===== src/rtl/wb_cmd_pkg.sv =====
// Shared command/response byte values and FSM state encoding for wb_cmd_master.
package wb_cmd_pkg;

    // Host command bytes (first byte of every frame).
    localparam logic [7:0] CMD_WRITE = 8'h01;
    localparam logic [7:0] CMD_READ  = 8'h02;

    // Response lead bytes sent back to the host.
    localparam logic [7:0] RSP_WRITE_OK = 8'h81;
    localparam logic [7:0] RSP_READ_OK  = 8'h82;
    localparam logic [7:0] RSP_BAD_CMD  = 8'hEE;
    localparam logic [7:0] RSP_TIMEOUT  = 8'hEF;

    typedef enum logic [2:0] {
        ST_IDLE,
        ST_ADDR,
        ST_DATA,
        ST_BUS,
        ST_RESP
    } state_t;

endpackage


===== src/rtl/wb_cmd_master.sv =====
// Wishbone classic initiator driven by a byte-stream command protocol.
// Each host frame (write: 01 addr[4] data[4], read: 02 addr[4]) produces
// exactly one single-word bus cycle and one response frame on the tx side.
module wb_cmd_master
    import wb_cmd_pkg::*;
#(
    parameter int timeout_cycles = 1024
) (
    input  logic        clk,
    input  logic        reset,
    input  logic [7:0]  rx_data,
    input  logic        rx_stb,
    output logic [7:0]  tx_data,
    output logic        tx_valid,
    input  logic        tx_ready,
    output logic [31:0] wb_adr_o,
    output logic [31:0] wb_dat_o,
    input  logic [31:0] wb_dat_i,
    output logic [3:0]  wb_sel_o,
    output logic        wb_we_o,
    output logic        wb_cyc_o,
    output logic        wb_stb_o,
    input  logic        wb_ack_i,
    output logic        busy
);

    localparam int              TMO_W    = $clog2(timeout_cycles + 1);
    localparam logic [TMO_W-1:0] TMO_LAST = TMO_W'(timeout_cycles - 1);

    state_t           state_q, state_d;
    logic [1:0]       byte_cnt_q, byte_cnt_d;
    logic             we_q, we_d;
    logic [31:0]      adr_q, adr_d;
    logic [31:0]      dat_q, dat_d;
    logic             cyc_q, cyc_d;
    logic [TMO_W-1:0] tmo_q, tmo_d;
    logic [39:0]      resp_q, resp_d;
    logic [2:0]       resp_cnt_q, resp_cnt_d;
    logic             tx_valid_q, tx_valid_d;
    logic             busy_q;

    // Next-state, frame decode, bus handshake and response serializer.
    always_comb begin
        // NOTE: every _d takes its _q value first, so a branch that does not
        // assign it holds the register instead of inferring a latch.
        state_d    = state_q;
        byte_cnt_d = byte_cnt_q;
        we_d       = we_q;
        adr_d      = adr_q;
        dat_d      = dat_q;
        cyc_d      = cyc_q;
        tmo_d      = tmo_q;
        resp_d     = resp_q;
        resp_cnt_d = resp_cnt_q;
        tx_valid_d = tx_valid_q;

        case (state_q)
            ST_IDLE: begin
                if (rx_stb) begin
                    if (rx_data == CMD_WRITE || rx_data == CMD_READ) begin
                        we_d       = (rx_data == CMD_WRITE);
                        byte_cnt_d = 2'd0;
                        state_d    = ST_ADDR;
                    end else begin
                        resp_d     = {RSP_BAD_CMD, 32'h0};
                        resp_cnt_d = 3'd1;
                        tx_valid_d = 1'b1;
                        state_d    = ST_RESP;
                    end
                end
            end

            ST_ADDR: begin
                if (rx_stb) begin
                    adr_d      = {adr_q[23:0], rx_data};
                    byte_cnt_d = byte_cnt_q + 2'd1;
                    if (byte_cnt_q == 2'd3) begin
                        if (we_q) begin
                            state_d = ST_DATA;
                        end else begin
                            cyc_d   = 1'b1;
                            tmo_d   = '0;
                            state_d = ST_BUS;
                        end
                    end
                end
            end

            ST_DATA: begin
                if (rx_stb) begin
                    dat_d      = {dat_q[23:0], rx_data};
                    byte_cnt_d = byte_cnt_q + 2'd1;
                    if (byte_cnt_q == 2'd3) begin
                        cyc_d   = 1'b1;
                        tmo_d   = '0;
                        state_d = ST_BUS;
                    end
                end
            end

            ST_BUS: begin
                tmo_d = tmo_q + TMO_W'(1);
                if (wb_ack_i) begin
                    cyc_d      = 1'b0;
                    resp_d     = we_q ? {RSP_WRITE_OK, 32'h0} : {RSP_READ_OK, wb_dat_i};
                    resp_cnt_d = we_q ? 3'd1 : 3'd5;
                    tx_valid_d = 1'b1;
                    state_d    = ST_RESP;
                end else if (tmo_q == TMO_LAST) begin
                    cyc_d      = 1'b0;
                    resp_d     = {RSP_TIMEOUT, 32'h0};
                    resp_cnt_d = 3'd1;
                    tx_valid_d = 1'b1;
                    state_d    = ST_RESP;
                end
            end

            ST_RESP: begin
                // tx_valid is always high here, so tx_ready alone completes the handshake.
                if (tx_ready) begin
                    resp_d     = {resp_q[31:0], 8'h00};
                    resp_cnt_d = resp_cnt_q - 3'd1;
                    if (resp_cnt_q == 3'd1) begin
                        tx_valid_d = 1'b0;
                        state_d    = ST_IDLE;
                    end
                end
            end

            default: state_d = ST_IDLE;
        endcase
    end

    // State and datapath registers; reset clears everything, dropping any bus cycle at once.
    always_ff @(posedge clk or posedge reset) begin
        if (reset) begin
            state_q    <= ST_IDLE;
            byte_cnt_q <= '0;
            we_q       <= 1'b0;
            adr_q      <= '0;
            dat_q      <= '0;
            cyc_q      <= 1'b0;
            tmo_q      <= '0;
            // NOTE: the response shift register is reset like any flop because
            // tx_data is taken directly from its top byte.
            resp_q     <= '0;
            resp_cnt_q <= '0;
            tx_valid_q <= 1'b0;
            busy_q     <= 1'b0;
        end else begin
            // NOTE: non-blocking assignments so every register samples pre-edge values.
            state_q    <= state_d;
            byte_cnt_q <= byte_cnt_d;
            we_q       <= we_d;
            adr_q      <= adr_d;
            dat_q      <= dat_d;
            cyc_q      <= cyc_d;
            tmo_q      <= tmo_d;
            resp_q     <= resp_d;
            resp_cnt_q <= resp_cnt_d;
            tx_valid_q <= tx_valid_d;
            busy_q     <= (state_d != ST_IDLE);
        end
    end

    assign wb_adr_o = adr_q;
    assign wb_dat_o = dat_q;
    assign wb_sel_o = 4'hF;
    assign wb_we_o  = we_q;
    assign wb_cyc_o = cyc_q;
    assign wb_stb_o = cyc_q;
    assign tx_data  = resp_q[39:32];
    assign tx_valid = tx_valid_q;
    assign busy     = busy_q;

endmodule


===== config.mk =====
export PLATFORM = sky130hd
export DESIGN_NAME = wb_cmd_master
export DESIGN_NICKNAME = d
export VERILOG_FILES = /design/src/rtl/wb_cmd_pkg.sv /design/src/rtl/wb_cmd_master.sv
export SDC_FILE = /design/constraint.sdc
export NUM_CORES = 1
export LEC_CHECK = 0
export CAP_MARGIN = 20
export CORE_MARGIN = 3
export CORE_UTILIZATION = 50
export CTS_CLUSTER_SIZE = 20
export DETAILED_ROUTE_END_ITERATION = 8
export MAX_ROUTING_LAYER = met4
export PLACE_DENSITY = 0.76
export SLEW_MARGIN = 15
export SYNTH_ARGS = -nofsm -noshare
export SYNTH_HDL_FRONTEND = slang
export SYNTH_SLANG_ARGS = --single-unit
export TNS_END_PERCENT = 10

===== constraint.sdc =====
create_clock -name clk -period 5.9 [get_ports clk]
set_input_delay 1.18 -clock clk [delete_from_list [all_inputs] [get_ports clk]]
set_output_delay 1.18 -clock clk [all_outputs]
set_load 0.005 [all_outputs]

## After elaboration in Yosys (flattened, before gate mapping)

Index checks and enable logic that the tools add are counted.

| word-level totals | value |
|---|---|
| bits in registers | 127 |
| output and inout port bits | 81 |
| word-level logic and storage cells | 101 |

| operators by class | value |
|---|---|
| $add $sub $neg | 3 |
| equality and inequality tests | 21 |
| muxes and demuxes | 51 |
| reductions and logical operators | 15 |

Operators with widths:

| kind | count |
|---|---|
| 40-bit 2-to-1 mux | 5 |
| 40-bit one-hot mux with 3 select lines | 1 |
| 11-bit 2-to-1 mux | 5 |
| 3-bit 2-to-1 mux | 16 |
| 34-bit 2-to-1 mux | 1 |
| 11-bit one-hot mux with 3 select lines | 1 |
| 2-bit inequality test (second input constant) | 10 |
| 3-bit one-hot mux with 5 select lines | 1 |
| 1-bit 2-to-1 mux | 14 |
| 6-bit AND reduction | 2 |
| 11-bit by 1-bit adder with 11-bit output (second input constant) | 1 |
| 11-bit by 10-bit equality test with 1-bit output (second input constant) | 1 |
| 3-bit one-hot mux with 3 select lines | 1 |
| 3-bit nonzero test | 3 |
| 8-bit by 1-bit equality test with 1-bit output (second input constant) | 1 |
| 8-bit by 2-bit equality test with 1-bit output (second input constant) | 1 |
| 7-bit AND reduction | 1 |
| 3-bit by 1-bit equality test with 1-bit output (second input constant) | 2 |
| 3-bit by 2-bit equality test with 1-bit output (second input constant) | 2 |
| 2-bit 2-to-1 mux | 3 |
| 1-bit one-hot mux with 3 select lines | 2 |
| 5-bit AND reduction | 1 |
| 2-bit one-hot mux with 2 select lines | 1 |
| 2-bit AND reduction | 2 |
| other kinds (12) | 12 |

## Longest topological paths before layout

Gate-level depths: netlist of the first run.

| logic depth | value |
|---|---|
| word-level depth | 6 |
| depth in mapped cells | 9 |
| mapped depth without buffers | 7 |

## Worst setup path after synthesis of the first run

Ideal clock, no wire load.

| timing path | value |
|---|---|
| kind | input -> register |
| start | input port rx_data[2] |
| end | register busy_q, in the netlist busy |
| library setup time | 0.136 ns |
| arrival time | 2.394 ns |
| slack | 3.370 ns |
| stages | 4 |
| path buffers | 0 |
| cells stage by stage | nor4_2 > a31oi_4 > o31a_1 > or3b_2 |

| on the way | value |
|---|---|
| word-level cells in the longest chain between the ends | 6 |
| elaborated cells between the ends (all ways) | 7 |
| classes of those cells | 2 x eq/ne; 3 x mux; 2 x reduce/logical |

RTL lines:

| item | RTL line | text |
|---|---|---|
| start: declaration | wb_cmd_master.sv:11 | `input logic [7:0] rx_data,` |
| 8-bit by 1-bit equality test with 1-bit output or 8-bit by 2-bit equality test with 1-bit output (tied branches) | wb_cmd_master.sv:60 | `if (rx_data == CMD_WRITE \|\| rx_data == CMD_READ) begin` |
| 1-bit logical OR (*) | wb_cmd_master.sv:60 |  |
| 3-bit 2-to-1 mux (*) | wb_cmd_master.sv:60 |  |
| 3-bit 2-to-1 mux (*) | wb_cmd_master.sv:59 | `if (rx_stb) begin` |
| 3-bit one-hot mux with 5 select lines (*) | wb_cmd_master.sv:57 | `case (state_q)` |
| named net state_d[2] | wb_cmd_master.sv:30 | `state_t state_q, state_d;` |
| 3-bit nonzero test (*) | wb_cmd_master.sv:162 | `busy_q <= (state_d != ST_IDLE);` |
| end signal: assignment | wb_cmd_master.sv:162 |  |
| end: declaration | wb_cmd_master.sv:40 | `logic busy_q;` |

Mark *: on every way through the listed nets, which the timed path passes. The rest lies on a longest branch.
A chain may end at the register's enable or synchronous reset.

## Final worst setup path of the first run

| timing path | value |
|---|---|
| start | input port rx_data[2] |
| end | register resp_q[31] |

| on the way | value |
|---|---|
| word-level cells in the longest chain between the ends | 4 |
| elaborated cells between the ends (all ways) | 5 |
| classes of those cells | 3 x eq/ne; 2 x reduce/logical |

RTL lines:

| item | RTL line | text |
|---|---|---|
| 8-bit by 1-bit equality test with 1-bit output or 8-bit by 2-bit equality test with 1-bit output (tied branches) | wb_cmd_master.sv:60 |  |
| 1-bit logical OR (*) | wb_cmd_master.sv:60 |  |
| 2-bit inequality test (no source line) (*) | n/a |  |
| 5-bit AND reduction (no source line) (*) | n/a |  |
| end signal: assignment | wb_cmd_master.sv:159 | `resp_q <= resp_d;` |
| end: declaration | wb_cmd_master.sv:37 | `logic [39:0] resp_q, resp_d;` |

Every way passes the cells marked *; elsewhere a longest branch is shown, timed or not.

==> impl_metrics.csv, run 1 <==
group,metric,value,unit
status,status,"finished, final reports clean",
synth,yosysMostFrequentCell,"dfrtp_1",
layout,nNetsFinal,616,
power_and_ir_drop,leakage,3.219,nW
synth,async_flop_share,100.0,%
worst_setup_path,ff2ff_path_depth,6,
clocking,cts_tree,"done",
worst_setup_path,worst-setup-path-type,"input pin to flop",
clocking,ctsResizeCount,0,
layout,fin_area,7302,µm²
timing,finalSetupTns,0,ps
die,core_area,10510,µm²
clocking,cts.hold.buffers_added,0,
worst_setup_path,crit_chain,"clkdlybuf4s50_1, nor4_2, a31oi_4, o221ai_4, buf_4, nand2_1, o21ai_0",
timing,fmax,313.8,MHz
layout,n_antenna_cell,0,
grt,grt_use_total,21.33,%
grt,grt_pass1_vias,4052,
run,timing.max_cap.violations,0,
clocking,cts.sinks,127,
place,dp_slack,2212,ps
synth,synthTopCellsByCount,"dfrtp_1 (127), mux2_2 (64), nand2_1 (44), o21ai_0 (41), a22oi_1 (25)",
min_path,hold_end,"resp_q[27]",
clocking,h-tree-depth,4,
worst_setup_path,crit_required,6310,ps
grt,met3_usage,4.640,%
grt,antenna_found_initial,0,
die,die-area,12280,µm²
worst_setup_path,slowest_stage,"o221ai_4",
synth,synth_top_area_cell,"dfrtp_1",
clocking,post-cts-setup-buffers,0,
grt,grt_overflow,0,
timing,post-route-min-period,3186,ps
clocking,worstSkewPairLatency,510,ps
synth,synthFlopType,"dfrtp_1",
min_path,hp-class,"flop to flop",
place,gp_congestion,0.8299,
detailed_routing,drc,0,
worst_setup_path,end_kind,"flop",
synth,ys_ff_latch,127,
clocking,clk_pin_slew_worst_paths,60,ps
synth,ys_warn_count,0,
synth,synth_seq_area_share,57.86,%
detailed_routing,vias,3935,
detailed_routing,final_antenna_net_count,0,
detailed_routing,dr.pass1.iters,4,
timing,final_hold_viol_count,0,
die,rows,37,
worst_setup_path,reg2reg_from,"state_q[2]",
min_path,min_from,"resp_q[27]",
synth,synth_cell_types,46,
worst_setup_path,crit_arrival,3590,ps
die,start_util,52.27,%
timing,setup_viol,0,
grt,grt_pass1_wl,20.89,mm
timing,grt_setup_unrepaired,"false",
synth,syn_area_per_cell,11.97,µm²
die,chipHeight,110.8,µm
detailed_routing,dr.first_iter.drc_count,231,
timing,clock_skew,11.19,ps
min_path,hold_depth,2,
worst_setup_path,cp-start-kind,"input pin",
die,ioPinCount,126,
synth,synth_area_leaders,"dfrtp_1 (58%), mux2_2 (13%), o21ai_0 (3.7%), a22oi_1 (3.4%), nand2_1 (3.0%)",
worst_setup_path,reg2reg_setup_slack,3330,ps
power_and_ir_drop,p_per_area,330.5,nW/µm²
timing,setup_ws,2714,ps
timing,final.period_utilization,54.01,%
timing,worst_pin_slew,765.7,ps
timing,slew_violations,0,
layout,syn2layout_area_growth,32.94,%
detailed_routing,wl_per_cell,17.34,µm
clocking,cts.path.max_buffers,2,
grt,grt_max_degree,91,
grt,top_usage_layer,"met2",
power_and_ir_drop,ir_worst_vdd,0.0001945,V
layout,layout-drive-gt1-share,19.48,%
synth,synth_top_area_share,57.86,%
timing,slew_headroom,48.95,%
detailed_routing,viasPerCell,5.496,
detailed_routing,routed_wl,12.41,mm
worst_setup_path,cp_max_fo,38,
worst_setup_path,slowest_delay,600,ps
grt,met2_usage,35.56,%
clocking,numCtsBuffers,17,
die,die_x,110.8,µm
grt,met1_usage,26.63,%
synth,syn-instance-count,459,
worst_setup_path,r2r-end,"resp_q[31]",
place,portBuffers,121,
place,dpl_cell_area,6703,µm²
synth,syn_area,5493,µm²
clocking,cts-root-buf,"clkbuf_8",
place,hpwl,8.206,mm
synth,synth_edf_count,0,
## worst max-delay path by stage
stage | start | to | cells past startpoint
final | rx_data[2] | resp_q[31] | 7
after global routing | rx_data[2] | resp_q[31] | 7
after CTS | rx_data[2] | resp_q[31] | 7
after detailed placement | rx_data[2] | resp_q[23] | 6
after global placement | rx_data[2] | resp_q[28] | 6
after floorplan | reset | busy | 1
## layer usage
metal	wire length [µm]	vias to the layer above
met5	0	-
met4	88	0
met3	470	8
met2	6489	94
met1	5366	1970
li1	-	1863
## area by class of cell
class	instances	area (µm²)
fillers	777	3207
flip-flops and latches	127	3178
multi-input cells	289	2085
repair buffers	127	1260
clock buffers	18	427.9
well taps	136	170.2
clock inverters	14	157.7
inverters	5	23.77
## cells in the final DEF (no fill, tap or decap), types with 2 or more instances in the layout
cell             synthesis  layout
or3_1                    2       2
dfrtp_1                127     127
clkinvlp_4               0       2
clkbuf_8                 0       2
o31ai_1                  4       4
o21ai_0                 41      41
conb_1                   1       4
buf_4                   13       5
nand2_1                 44      44
inv_6                    0       4
nand2b_1                 3       3
mux2_2                  64      64
clkdlybuf4s50_1          0     121
a31oi_1                  7       7
clkinv_4                 0       4
and3b_1                  2       2
nor2_1                   9       7
and3_1                   3       3
or4_1                    4       4
clkbuf_16                0      16
a22oi_1                 25      25
nand3b_1                 3       3
nand3_1                  4       4
a22o_1                  10      10
a21oi_1                 13      13
bufinv_16                0       2
inv_1                    5       4
ha_1                     4       4
nor2_2                   0       2
a21o_1                   2       2
clkinv_2                 0       2
o22ai_1                  2       2
o21ai_1                 12      12
nand4_1                  4       4
nor2b_1                  6       5
## worst max-delay path: cells and delay by family
| family | cells | cell delay (ps) |
|---|---|---|
| simple gates | 2 | 600 |
| compound gates | 3 | 890 |
| buf+inv | 2 | 910 |
## metrics by stage
step / utilization (%) / instances / hold WS (ps) / power [mW]
2_1_floorplan: - / 462 / 444.7 / 1.259
3_3_place_gp: 63.78 / 683 / 462.4 / 1.382
3_5_place_dp: 63.78 / 683 / 471.6 / 1.396
4_1_cts: 69.35 / 715 / 485.5 / 2.429
5_1_grt: 69.48 / 716 / 507.7 / 2.530
6_report: 69.48 / 716 / 483.5 / 2.414
## state kept, by name, summed over array words and instances, names as in the netlist
signal and count:
wb_cyc_o 1, resp_cnt_q 3, tx_valid 1, wb_adr_o 32
busy 1, wb_dat_o 32, wb_we_o 1, state_q 3
tmo_q 11, byte_cnt_q 2, resp_q 40
## power breakdown
group / internal, mW / leakage, nW / switching, mW
clock network: 0.620 / 0.284 / 0.403
registers: 0.930 / 1.71 / 0.0475
logic: 0.187 / 1.23 / 0.226
## cell families after synthesis
| logic type | share of synthesized area (%) |
|---|---|
| other | 0.06827 |
| adder cells (fa/ha/maj) | 0.9112 |
| AO/OA/AOI/OAI | 14.42 |
| buffers and inverters | 4.738 |
| XOR/XNOR | 0.1595 |
| flip-flops | 57.86 |
| multiplexers | 13.12 |
| AND/OR/NAND/NOR | 8.725 |
No activity file was read; power rests on OpenSTA's default activity.
==> inputs of run 2 (changes only) <==
Settings changed: CORE_UTILIZATION 50 to 45, PLACE_DENSITY 0.76 to 0.72.
Clock period 5.9 ns to 2.6 ns, I/O delays scaled along.
==> impl_metrics.csv, run 2 (synthesized netlist as in run 1, its figures left out) <==
group,metric,value,unit
die,rows,39,
min_path,min_from,"resp_q[29]",
grt,grt_max_degree,128,
layout,final_common_cell,"dfrtp_1",
clocking,numCtsBuffers,17,
clocking,post-cts-setup-buffers,0,
worst_setup_path,cp_max_fo,3,
place,place_inst,696,
die,core_area,11660,µm²
power_and_ir_drop,p_per_area,737.7,nW/µm²
detailed_routing,routed_wl,11.88,mm
die,chipHeight,116.5,µm
place,gp_congestion,0.8228,
timing,worst_pin_slew,676.6,ps
grt,grt_pass1_wl,19.22,mm
timing,post-route-min-period,2090,ps
power_and_ir_drop,total_power,5.448,mW
run,timing.max_cap.violations,0,
layout,mostFrequentLayoutCells,"dfrtp_1 (127), clkdlybuf4s50_1 (121), mux2_2 (64)",
worst_setup_path,crit_arrival,2370,ps
timing,final_hold_viol_count,0,
worst_setup_path,startpoint,"rx_data[2]",
grt,grt_use_total,19.12,%
timing,clock_skew,4.878,ps
layout,n_fill_cell,897,
detailed_routing,dr.pass1.iters,4,
power_and_ir_drop,leakage,3.256,nW
layout,fin_area,7386,µm²
layout,largest_register_ffs,40,
clocking,cts.sinks,127,
clocking,clk_pin_slew_worst_paths,50,ps
layout,largest-register,"resp_q",
detailed_routing,vias,3914,
worst_setup_path,worst-setup-path-type,"input pin to flop",
detailed_routing,drc,0,
worst_setup_path,end_kind,"flop",
status,status,"finished, final reports clean",
timing,finalSetupTns,0,ps
min_path,hp-class,"flop to flop",
timing,fmax,478.5,MHz
worst_setup_path,cp-start-kind,"input pin",
clocking,ctsResizeCount,0,
place,dpl_cell_area,6808,µm²
worst_setup_path,reg2reg_from,"state_q[2]",
detailed_routing,dr.first_iter.drc_count,266,
detailed_routing,final_antenna_net_count,0,
power_and_ir_drop,ir_worst_vdd,0.0004483,V
layout,n_antenna_cell,0,
grt,antenna_found_initial,0,
layout,regArea,3178,µm²
timing,final.period_utilization,80.38,%
timing,grt_setup_unrepaired,"false",
place,portBuffers,121,
layout,syn2layout_area_growth,34.46,%
timing,slew_headroom,54.89,%
clocking,cts_tree,"done",
layout,stdcell_count,728,
die,ioPinCount,126,
clocking,worstSkewPairLatency,410,ps
layout,multi_input_area,2085,µm²
grt,grt_pass1_vias,3793,
clocking,cts-root-buf,"clkbuf_16",
clocking,cts.hold.buffers_added,0,
clocking,h-tree-depth,4,
timing,setup_viol,0,
die,die-area,13570,µm²
place,hpwl,7.975,mm
detailed_routing,viasPerCell,5.376,
clocking,cts.path.max_buffers,2,
worst_setup_path,crit_required,2880,ps
grt,grt_overflow,0,
die,die_x,116.5,µm
die,start_util,47.10,%
detailed_routing,wl_per_cell,16.31,µm
layout,layout-drive-gt1-share,20.17,%
timing,slew_violations,0,
layout,nNetsFinal,621,
## run 2: layout make-up
| cell class | instances | area share, % |
|---|---|---|
| clock buffers | 22 | 6.692 |
| clock inverters | 10 | 1.135 |
| inverters | 5 | 0.3049 |
| multi-input cells | 289 | 28.22 |
| flip-flops and latches | 127 | 43.03 |
| well taps | 143 | 2.423 |
| repair buffers | 132 | 18.19 |
## run 2: worst max-delay path, stage by stage
cell and delay [ps]:
clkdlybuf4s50_1 470, nor4_2 450, a31oi_4 170, o31a_1 320, or3b_2 440
## run 2: report_power, final
group	internal, mW	leakage (nW)	switching (mW)	total (mW)
registers	2.11	1.71	0.105	2.22
logic	0.459	1.26	0.515	0.974
clock network	1.43	0.288	0.827	2.26
total	4.00	3.26	1.45	5.45
## run 2: worst paths after layout
kind,endpoint,slack (ps),cells past startpoint
max,busy,510,5
min,resp_q[29],480,2
max reg2reg,resp_q[5],520,5
min reg2reg,resp_q[29],480,2
max in group asynchronous,wb_adr_o[24],1430,3
min in group asynchronous,tmo_q[9],640,3
## run 2: per-stage QoR
step / hold slack [ps] / utilization, % / setup slack [ps]
final: 475.9 / 63.33 / 510.2
after floorplan: 444.7 / - / 512.7
after global placement: 459.4 / 58.37 / 92.62
after CTS: 477.8 / 63.33 / 509.1
after global routing: 507.0 / 63.33 / 396.0
after detailed placement: 465.5 / 58.37 / 70.76
## run 2: routing by layer
metal / global-route usage, % / part of all wire [%] / up-vias
met4: 6.497 / 1.1 / 0
met1: 24.42 / 45 / 1944
met3: 6.580 / 3.9 / 10
met5: - / 0 / -
met2: 28.64 / 50 / 78
li1: - / - / 1882
